**src/rtl/nibble_serial_add_ctrl.sv**
```systemverilog
// Wide add/subtract sequenced one nibble per clock through a single shared 4-bit adder.
// The inter-nibble carry is held in a register, so an operation takes WORDS cycles in RUN.

module four_bit_adder (
   input  logic [3:0] a,
   input  logic [3:0] b,
   input  logic       ci,
   output logic [3:0] s,
   output logic       co
);
   logic [4:0] c;

   assign c[0] = ci;
   for (genvar i = 0; i < 4; i++) begin : g_bit
      assign s[i]   = a[i] ^ b[i] ^ c[i];
      assign c[i+1] = (a[i] & b[i]) | (c[i] & (a[i] ^ b[i]));
   end
   assign co = c[4];
endmodule

module nibble_serial_add_ctrl #(
   parameter int WORDS = 4,
   localparam int W    = 4 * WORDS
) (
   input  logic         clk,
   input  logic         rst_n,
   input  logic         start_valid,
   output logic         start_ready,
   input  logic [W-1:0] op_a,
   input  logic [W-1:0] op_b,
   input  logic         sub,
   input  logic         cin,
   output logic         res_valid,
   input  logic         res_ready,
   output logic [W-1:0] result,
   output logic         cout,
   output logic         ovf,
   output logic         busy
);
   localparam int IW = (WORDS > 1) ? $clog2(WORDS) : 1;

   typedef enum logic [1:0] {IDLE, RUN, DONE} state_t;

   state_t                  state, state_nxt;
   logic [WORDS-1:0][3:0]   a_q, b_q, res_q;
   logic [IW-1:0]           idx_q;
   logic                    carry_q;
   logic                    cout_q, ovf_q;
   logic [3:0]              a_nib, b_nib, sum;
   logic                    c4;
   logic                    last;
   logic                    accept;

   assign accept = (state == IDLE) && start_valid;
   assign last   = (idx_q == IW'(WORDS - 1));
   assign a_nib  = a_q[idx_q];
   assign b_nib  = b_q[idx_q];

   four_bit_adder u_add (
      .a  (a_nib),
      .b  (b_nib),
      .ci (carry_q),
      .s  (sum),
      .co (c4)
   );

   // State register
   always_ff @(posedge clk or negedge rst_n) begin
      if (!rst_n) state <= IDLE;
      else        state <= state_nxt;
   end

   // Next-state logic
   always_comb begin
      state_nxt = state;
      case (state)
         IDLE:    if (start_valid) state_nxt = RUN;
         RUN:     if (last)        state_nxt = DONE;
         DONE:    if (res_ready)   state_nxt = IDLE;
         default:                  state_nxt = IDLE;
      endcase
   end

   // Outputs decoded purely from state
   always_comb begin
      start_ready = 1'b0;
      res_valid   = 1'b0;
      busy        = 1'b1;
      case (state)
         IDLE: begin
            start_ready = 1'b1;
            busy        = 1'b0;
         end
         DONE:    res_valid = 1'b1;
         default: ;
      endcase
   end

   // Datapath: subtraction is A + ~B + 1, so B is inverted at load and carry seeded with 1
   always_ff @(posedge clk or negedge rst_n) begin
      if (!rst_n) begin
         a_q     <= '0;
         b_q     <= '0;
         res_q   <= '0;
         idx_q   <= '0;
         carry_q <= 1'b0;
         cout_q  <= 1'b0;
         ovf_q   <= 1'b0;
      end else if (accept) begin
         a_q     <= op_a;
         b_q     <= sub ? ~op_b : op_b;
         carry_q <= sub ? 1'b1 : cin;
         idx_q   <= '0;
      end else if (state == RUN) begin
         res_q[idx_q] <= sum;
         carry_q      <= c4;
         idx_q        <= idx_q + 1'b1;
         if (last) begin
            cout_q <= c4;
            ovf_q  <= (a_nib[3] == b_nib[3]) && (sum[3] != a_nib[3]);
         end
      end
   end

   assign result = res_q;
   assign cout   = cout_q;
   assign ovf    = ovf_q;
endmodule

```
**config.mk**
```make
export PLATFORM = sky130hd
export DESIGN_NAME = nibble_serial_add_ctrl
export DESIGN_NICKNAME = d
export VERILOG_FILES = /design/src/rtl/nibble_serial_add_ctrl.sv
export SDC_FILE = /design/constraint.sdc
export NUM_CORES = 1
export LEC_CHECK = 0
export ABC_CLOCK_PERIOD_IN_PS = 2900
export CAP_MARGIN = 20
export CORE_UTILIZATION = 33
export CTS_BUF_LIST = sky130_fd_sc_hd__clkbuf_4 sky130_fd_sc_hd__clkbuf_8
export CTS_CLUSTER_SIZE = 25
export DETAILED_ROUTE_END_ITERATION = 8
export GPL_ROUTABILITY_DRIVEN = 1
export HOLD_SLACK_MARGIN = 0.05
export PLACE_DENSITY = 0.67
export SLEW_MARGIN = 20
export SYNTH_ARGS = -nofsm -noshare
export SYNTH_HDL_FRONTEND = slang
export SYNTH_SLANG_ARGS = --single-unit
```
**constraint.sdc**
```tcl
create_clock -name clk -period 2.9 [get_ports clk]
set_input_delay 0.29 -clock clk [delete_from_list [all_inputs] [get_ports clk]]
set_output_delay 0.29 -clock clk [all_outputs]
set_load 0.02 [all_outputs]
```
* Word-level counts from Yosys, hierarchy flattened
Index checks and enable logic that the tools add are counted.
** Storage, ports and cells
- Input bits :: 38
- Register bits :: 55
- Logic and storage cells :: 78
- Output and inout bits :: 21
** Cells by class
- Bitwise gates (word level) :: 22
- Equal/unequal tests :: 8
- Reductions and logical operators :: 8
- Add/subtract/negate cells :: 1
- Order comparisons :: 2
- Mux-type cells :: 20
** Operator list (count)
- binary-select mux 4 bit (select 2 bit) :: 2
- bitwise mux 16 bit :: 1
- two-way mux 16 bit :: 1
- inverter 16 bit :: 1
- two-way mux 4 bit :: 3
- two-way mux 2 bit :: 5
- AND 1 bit :: 8
- demux 4 bit (select 2 bit) :: 1
- XOR 1 bit :: 8
- two-way mux 1 bit :: 6
- != test 2 bit, second input constant :: 3
- one-hot mux 2 bit (3 select lines) :: 1
- AND reduction 3 bit :: 2
- == test 2 bit, second input constant :: 2
- bitwise OR 1 bit :: 4
- logical AND 1 bit :: 3
- < comparator 2 x 3 -> 1 bit, second input constant :: 1
- adder 2 x 1 -> 2 bit, second input constant :: 1
- == test 2 x 1 -> 1 bit, second input constant :: 1
- >= comparator 2 x 1 -> 1 bit, second input constant :: 1
- logical NOT 2 bit :: 1
- AND reduction 2 bit :: 1
- nonzero test 2 bit :: 1
- == test 1 bit :: 1
- other kinds (2) :: 2

* Longest topological paths before layout
Gate-level depths: netlist (run 1).
- Depth in word-level cells :: 13
- Mapped depth :: 11

* Hierarchy
From an unflattened synthesis (run 1), not the netlist that was laid out.
** Unflattened totals
- Cells, all modules :: 233
- Area total of the unflattened synthesis :: 2613.8 um^2
** Modules (own cells, without submodules)
- nibble_serial_add_ctrl :: cells each 219, area an instance 2496.1 um^2, sequential area each 1376.3 um^2, times used 1
- four_bit_adder :: cells each 14, area an instance 117.6 um^2, sequential area each 0.0 um^2, times used 1

* Worst setup path after synthesis (run 1)
OpenSTA, ideal clock, no wires.
- Kind :: register to register
- From :: register idx_q[0]
- To :: register ovf_q (netlist: ovf)
- Cell stages (with the launch flop) :: 12
- Path buffers :: 1
- Setup time :: 92 ps
- Data arrival time :: 3039 ps
- Path slack :: -231 ps
- Clock period less this slack :: 3131 ps
- Cell sequence :: dfrtp_1 buf_2 mux4_2 fa_1 inv_1 fa_1 inv_1 fa_1 inv_1 fa_1 xor2_1 o31ai_2
** Between the ends
- Cells in the longest elaborated chain, start to end :: 12
- Elaborated cells on any way between the ends :: 23
** Ends and longest elaborated chain
- start, declared :: line 46 : logic [IW-1:0] idx_q;
- start signal, assigned :: line 117 : idx_q <= idx_q + 1'b1;
- binary-select mux 4 bit (select 2 bit), on equally long branches :: line 56, 57
- two-way mux 4 bit, on equally long branches :: line 56, 57
- XOR 1 bit :: line 16 : assign c[i+1] = (a[i] & b[i]) | (c[i] & (a[i] ^ b[i]));
- AND 1 bit :: line 16
- bitwise OR 1 bit :: line 16
- AND 1 bit :: line 16
- bitwise OR 1 bit :: line 16
- AND 1 bit :: line 16
- bitwise OR 1 bit :: line 16
- XOR 1 bit :: line 15 : assign s[i] = a[i] ^ b[i] ^ c[i];
- != test 1 bit :: line 120 : ovf_q <= (a_nib[3] == b_nib[3]) && (sum[3] != a_nib[3]);
- logical AND 1 bit :: line 120
- end signal, assigned :: line 120
- end, declared :: line 48 : logic cout_q, ovf_q;
Several ways; a longest one is shown, not always the timed one. The select of a mux whose other input is x is not followed.
A chain may end at the register's enable or synchronous reset.

* Worst setup path after layout (run 1)
Ends and elaborated chain as after synthesis.

==> impl_metrics.json, run 1 <==
{
  "portion_of_the_post_synthesis_area_used_by_sequential_elements_pct": 52.99,
  "synth_compound_gate_area_share_pct": 6.407,
  "grt_util_all_layers_pct": 12.55,
  "antenna-diode-count": 0,
  "worstSetupStartpointType": "register",
  "timing.max_cap.violations": 0,
  "layout-area-overhead-vs-synth_pct": 30.30,
  "routed_length_on_met1_mm": 2.199,
  "maximum_fanout_along_the_worst_path": 4,
  "maxUsedRoutingLayer": "met4",
  "syn_area_per_cell_um2": 12.55,
  "layout_min_cycle_time_ns": 2.826,
  "worstPathCellList": "mux4_2, fa_2, inv_1, fa_1, inv_1, fa_2, inv_2, fa_1, xor2_1, o31ai_2",
  "setup_ws_ns": 0.07369,
  "drt_first_iter_violations": 96,
  "core_um2": 7447,
  "most-common-layout-cells": "clkdlybuf4s50_1 (57), dfrtp_1 (54), nor2_1 (17)",
  "grt.overflow.total": 0,
  "clockRootBuffer": "clkbuf_8",
  "postRouteWirelength_mm": 4.715,
  "critPathRequiredTime_ns": 3.12,
  "synth-simple-area-share_pct": 7.225,
  "pwr-share-clk_pct": 10.5,
  "numCtsBuffers": 5,
  "grt_max_degree": 53,
  "synth_warnings": 0,
  "worst_ep_arrival_time_ns": 3.05,
  "cts-root-to-sink-buffers": 2,
  "final_core_util_pct": 45.45,
  "finalCritPeriodShare_pct": 97.46,
  "hold_slack_ns": 0.05321,
  "design.die.area_um2": 8230,
  "floorplan.initialDensity_pct": 34.88,
  "ys_seq_elements": 55,
  "worstSkewPairLatency_ns": 0.31,
  "power.leakage_uw": 0.001405,
  "antenna_violations_before_repair": 0,
  "switchingPower_uw": 1578,
  "critPathCaptureType": "register",
  "worst-path-buf-inv": 3,
  "grt_first_pass_wirelength_mm": 8.100,
  "portBuffers": 58,
  "wl_met2_mm": 2.242,
  "post_synth_fa_ha_maj_area_fraction_pct": 5.491,
  "fin_worst_skew_ns": 0.005717,
  "setup_violations": 0,
  "yosys-mux-area-fraction_pct": 17.73,
  "place_ws_ns": -0.03665,
  "drt-vias-per-instance": 4.424,
  "multi_input_area_um2": 1111,
  "comb_power_share_pct": 55.3,
  "internal-power_uw": 2502,
  "dr.pass1.iters": 4,
  "largest_family_of_logic_cells_by_synthesized_area": "multiplexers",
  "synth_instances": 207,
  "route.detailed.drc": 0,
  "maxSlewHeadroom_pct": 39.75,
  "slew_viol_final": 0,
  "dp.final_hpwl_mm": 3.574,
  "layout.cells.most_common": "clkdlybuf4s50_1",
  "finalHoldViolCount": 0,
  "timing.fmax_mhz": 353.8,
  "globalplace.congestion": 0.7347,
  "criticalPathCategory": "register to register",
  "cts_tree": "yes",
  "ys_types": 24,
  "slowest_cp_cell": "mux4_2",
  "layout.cells.non_filler": 368,
  "mappedNetlistNets": 254,
  "clk_pin_slew_ns": 0.10,
  "dpl.cell_count": 359,
  "wl_per_cell_um": 12.81,
  "layout-drive-gt1-share_pct": 15.61,
  "family_of_cells_with_the_greatest_summed_delay_on_the_critical_path": "adder cells",
  "num-fill-cells": 718,
  "area_share_of_xor_xnor_cells_in_the_synthesized_design_pct": 5.732,
  "top_level_ports": 59,
  "power.share.switching_pct": 38.67,
  "wl_met3_um": 229,
  "cts_htree_levels": 2,
  "power-per-cell-area_nw_per_um2": 1206,
  "outcome": "complete, no violations",
  "cts_num_sinks": 55,
  "peakVddDrop_mv": 0.4106,
  "core.rowCount": 31,
  "area_of_the_mapped_netlist_um2": 2597,
  "setup_repair_after_global_routing_missed_its_margin": "true",
  "share_seq_of_total_power_pct": 34.2,
  "hold_path_class": "input port to async pin",
  "die_width_um": 90.72,
  "timing_worst_slew_pin_value_ns": 0.9009,
  "sequential_cell_area_um2": 1378,
  "vias_in_the_first_global_route": 1690,
  "detail-route-antenna-nets": 0,
  "vias": 1628,
  "nNetsFinal": 315,
  "die_h_um": 90.72,
  "critical-path-max-stage-delay_ns": 0.52
}
==> worst reg2reg max path, delay by kind of cell (launching register included) <==
family	cells	cell delay (ns)
AOI/OAI and AO/OA	1	0.17
xor gates and xnor gates	1	0.19
adders and majority gates	4	1.28
buffers and inverters	3	0.18
DFF	1	0.41
muxes	1	0.53
==> power groups by stage <==
stage	Combinational, uW	Clock [uW]	Sequential, uW
5_1_grt	2510	474	1450
3_3_place_gp	2190	0	1410
4_1_cts	2260	443	1400
6_report	2260	428	1400
2_1_floorplan	1410	0	1480
3_5_place_dp	2240	0	1420
==> worst paths after layout <==
path / from / endpoint / slack [ns] / cells after the start
max: idx_q[0] / ovf / 0.07 / 10
min: rst_n / a_q[3] / 0.05 / 1
max reg2reg: idx_q[0] / ovf / 0.07 / 10
min reg2reg: result[9] / result[9] / 0.49 / 2
max in group asynchronous: rst_n / idx_q[0] / 2.08 / 2
min in group clk: result[9] / result[9] / 0.49 / 2
==> sequential cells by signal (all words and copies together) (netlist names) <==
signal and cells:
b_q 16, a_q 16, result 16, state 2, cout 1, ovf 1, idx_q 2, carry_q 1
==> synthesized netlist by cell type <==
cell | n | area [um^2]
nor2_1 | 17 | 63.81
xnor2_1 | 16 | 140.1
mux2_2 | 11 | 123.9
nand2b_1 | 2 | 12.51
nand3b_1 | 6 | 45.04
o21ai_0 | 12 | 60.06
a21oi_1 | 16 | 80.08
buf_4 | 2 | 15.01
nor3b_4 | 1 | 18.77
fa_1 | 4 | 80.08
or2_2 | 1 | 6.260
inv_1 | 13 | 48.80
xor2_1 | 1 | 8.760
nand2_1 | 11 | 41.29
mux4_2 | 8 | 180.2
buf_6 | 1 | 11.26
o22ai_1 | 1 | 6.260
o211ai_1 | 1 | 7.510
mux2i_1 | 1 | 10.01
ha_1 | 5 | 62.56
dfrtp_1 | 55 | 1376
o31ai_2 | 1 | 12.51
mux2_1 | 13 | 146.4
buf_2 | 8 | 40.04
==> routing by layer <==
metal | vias up | GRT usage (%)
met1 | 766 | 16.78
met3 | 4 | 3.367
met4 | 0 | 4.301
met5 | - | 0
met2 | 43 | 19.63
li1 | 815 | -
==> cells by family (layout without fill, tap and decap cells) <==
group / count (synthesis) / after routing
DFF: 55 / 55
and+or+nand+nor: 38 / 38
muxes: 33 / 33
AOI/OAI and AO/OA: 31 / 31
buffers and inverters: 24 / 86
xor gates and xnor gates: 17 / 17
adders and majority gates: 9 / 9
==> metrics by stage <==
| stage | power, uW | setup TNS [ns] | cell area [um^2] |
|---|---|---|---|
| after floorplan | 2884 | -0.09041 | 2606 |
| after global placement | 3594 | 0 | 3278 |
| after detailed placement | 3665 | -0.1052 | 3278 |
| after CTS | 4110 | 0 | 3378 |
| after global routing | 4438 | -0.01696 | 3385 |
| final | 4080 | 0 | 3385 |
==> area by class of cell <==
type	count	area share (%)
clock inverters	3	0.6654
well taps	99	3.660
repair buffers	65	18.67
multi-input cells	128	32.83
flip-flops and latches	55	40.70
inverters	13	1.442
clock buffers	5	2.033
==> what timing repair did <==
action,in CTS,in global routing
setup endpoints to repair,5,5
cloned,0,0
hold buffers,0,0
pin swaps,0,2
gates resized for setup,1,4
setup buffers,1,0
Power figures use the tool's default switching activity.
==> inputs of run 2 (changes only) <==
ABC_AREA = 1   (was not set)
CORE_UTILIZATION = 47   (was 33)
PLACE_DENSITY = 0.86   (was 0.67)
==> run 2 against run 1 <==
  * Fmax rose by 0.23%
  * Largest power group unchanged
  * Worst setup slack improved by 0.0064 ns
  * Global-route usage increased by 7.1 points
  * Utilization up 21 points
  * Clock power grew 20%
  * Count of clock-buffer cells in the layout unchanged
==> impl_metrics.json, run 2 <==
{
  "biggest_area_contributors_in_the_synthesized_netlist": "dfrtp_1 (53%), nand2_1 (15%), o21ai_0 (8.4%)",
  "portBuffers": 58,
  "worst_ep_arrival_time_ns": 3.08,
  "postRouteWirelength_mm": 5.942,
  "worstPathCellList": "clkinv_4, buf_4, buf_4, nand2_1, a32o_2, fa_1, inv_1, fa_2, inv_2, fa_2, inv_1, nand3_1, nand3_1, nand2_1",
  "worst-r2r-setup-slack_ns": 0.08,
  "synth_warnings": 0,
  "grt.overflow.total": 0,
  "hold_path_depth": 2,
  "power-per-cell-area_nw_per_um2": 1221,
  "maximum_fanout_along_the_worst_path": 7,
  "wl_per_cell_um": 13.85,
  "worstSetupStartpointType": "register",
  "route.detailed.drc": 0,
  "timing.max_cap.violations": 0,
  "place_ws_ns": -0.08256,
  "hold-path-endpoint": "a_q[7]",
  "hold_path_class": "register to register",
  "critPathCaptureType": "register",
  "detail-route-antenna-nets": 0,
  "slowest_cp_cell": "fa_2",
  "cts_tree": "yes",
  "layout_min_cycle_time_ns": 2.820,
  "synth_common_cells": "nand2_1 (107), dfrtp_1 (55), o21ai_0 (44)",
  "antenna-diode-count": 0,
  "worst-path-buf-inv": 6,
  "timing.fmax_mhz": 354.6,
  "nNetsFinal": 405,
  "layout-area-overhead-vs-synth_pct": 33.11,
  "hp-start": "a_q[7]",
  "peakVddDrop_mv": 0.6169,
  "power.leakage_uw": 0.001616,
  "critPathRequiredTime_ns": 3.16,
  "portion_of_the_post_synthesis_area_used_by_sequential_elements_pct": 52.71,
  "clockRootBuffer": "clkbuf_8",
  "cts_htree_levels": 2,
  "layout.cells.most_common": "nand2_1",
  "worst_r2r_endpoint": "ovf",
  "grt_max_degree": 56,
  "clk_pin_slew_ns": 0.10,
  "grt_util_all_layers_pct": 19.62,
  "timing_worst_slew_pin_value_ns": 0.8478,
  "globalplace.congestion": 0.8586,
  "floorplan.initialDensity_pct": 49.86,
  "family_of_cells_with_the_greatest_summed_delay_on_the_critical_path": "adder cells",
  "num-fill-cells": 397,
  "maxSlewHeadroom_pct": 43.30,
  "die_h_um": 76.54,
  "vias": 2171,
  "top_level_ports": 59,
  "multi_input_area_um2": 1130,
  "dp.final_hpwl_mm": 3.950,
  "hold_slack_ns": 0.4868,
  "design.die.area_um2": 5858,
  "totalNegativeSetupSlack_ns": 0,
  "area_of_the_mapped_netlist_um2": 2611,
  "cts-root-to-sink-buffers": 2,
  "synth_enable_flop_cells": 0,
  "dpl.cell_count": 409,
  "ys_seq_elements": 55,
  "fin_worst_skew_ns": 0.006447,
  "layout.cells.non_filler": 429,
  "finalCritPeriodShare_pct": 97.24,
  "crit-reg2reg-launch": "idx_q[0]",
  "synth_instances": 290,
  "vias_in_the_first_global_route": 2064,
  "drt-vias-per-instance": 5.061,
  "synth_area_leader_cell": "dfrtp_1",
  "sequential_cell_area_um2": 1379,
  "most-common-layout-cells": "nand2_1 (107), clkdlybuf4s50_1 (57), dfrtp_1 (53)",
  "slew_viol_final": 0,
  "antenna_violations_before_repair": 0,
  "criticalPathCategory": "register to register",
  "yosysMostFrequentCell": "nand2_1",
  "finalHoldViolCount": 0,
  "syn_area_per_cell_um2": 9.004,
  "ys_types": 23,
  "mappedNetlistNets": 337,
  "grt_first_pass_wirelength_mm": 9.073,
  "core_um2": 5238,
  "outcome": "complete, no violations",
  "numCtsBuffers": 5,
  "layout-drive-gt1-share_pct": 11.98,
  "cts_num_sinks": 55,
  "power_uw": 4243,
  "critical-path-max-stage-delay_ns": 0.60,
  "worstSkewPairLatency_ns": 0.32,
  "reg2regPathDepth": 14,
  "setup_violations": 0,
  "die_width_um": 76.54,
  "setup_ws_ns": 0.08011,
  "drt_first_iter_violations": 146,
  "asyncSetResetFlopFracSynth_pct": 100.0,
  "synth_top_area_share_pct": 52.71,
  "dr.pass1.iters": 4,
  "core.rowCount": 26,
  "synth_ff_type": "dfrtp_1"
}
run 2: metrics by stage:
stage | util, % | cell area [um^2]
floorplan | - | 2611
global placement | 61.51 | 3222
detailed placement | 61.56 | 3224
CTS | 64.24 | 3364
global route | 66.36 | 3476
finish | 66.36 | 3476
run 2: timing repair:
item,CTS,global route
buffers inserted,2,10
endpoints found under the hold margin,55,0
gates resized for setup,2,19
setup endpoints to repair,5,5
pin swaps,0,1
hold buffers,1,0
run 2: kinds of logic after synthesis:
kind of cell             count (synthesis)  share of synthesized area, %
AND/OR/NAND/NOR                        125                         19.36
AO/OA/AOI/OAI                           56                         11.64
flip-flops                              55                         52.71
buffers and inverters                   29                         5.462
XOR/XNOR                                16                         5.366
adder cells (fa/ha/maj)                  9                         5.463
run 2: final cells by class:
| type | instances | area share [%] |
|---|---|---|
| timing repair buffer | 74 | 20.09 |
| tap | 70 | 2.520 |
| sequential | 55 | 39.67 |
| clock inverter | 3 | 1.260 |
| clock buffer | 5 | 1.980 |
| inverter | 16 | 1.980 |
| multi-input combinational | 206 | 32.51 |
run 2: worst max path at each step:
| stage | from | end | slack (ns) | cells past startpoint |
|---|---|---|---|---|
| after detailed placement | idx_q[0] | ovf | -0.08 | 14 |
| final | idx_q[0] | ovf | 0.08 | 14 |
| after CTS | idx_q[1] | ovf | 0.007 | 14 |
| after floorplan | idx_q[0] | ovf | 0.02 | 16 |
| after global routing | idx_q[1] | ovf | -0.03 | 14 |
| after global placement | idx_q[0] | ovf | 0.09 | 14 |
run 2: power by group:
group	internal [uW]	switching, uW
Combinational	963	1350
Clock	257	255
Sequential	1140	272
Total	2360	1880
run 2: tightest hold or removal path, cell delays in order, from the launching register on:
cell and delay, ns:
dfrtp_1 0.36, nand2_1 0.05, nand2_1 0.04
run 2: routing by layer:
layer,up-vias,track usage (%),part of all wire [%]
li1,1061,-,-
met2,86,33.24,50
met1,1012,24.25,43
met3,12,3.713,4.9
met5,-,0,0
met4,0,8.846,2.2
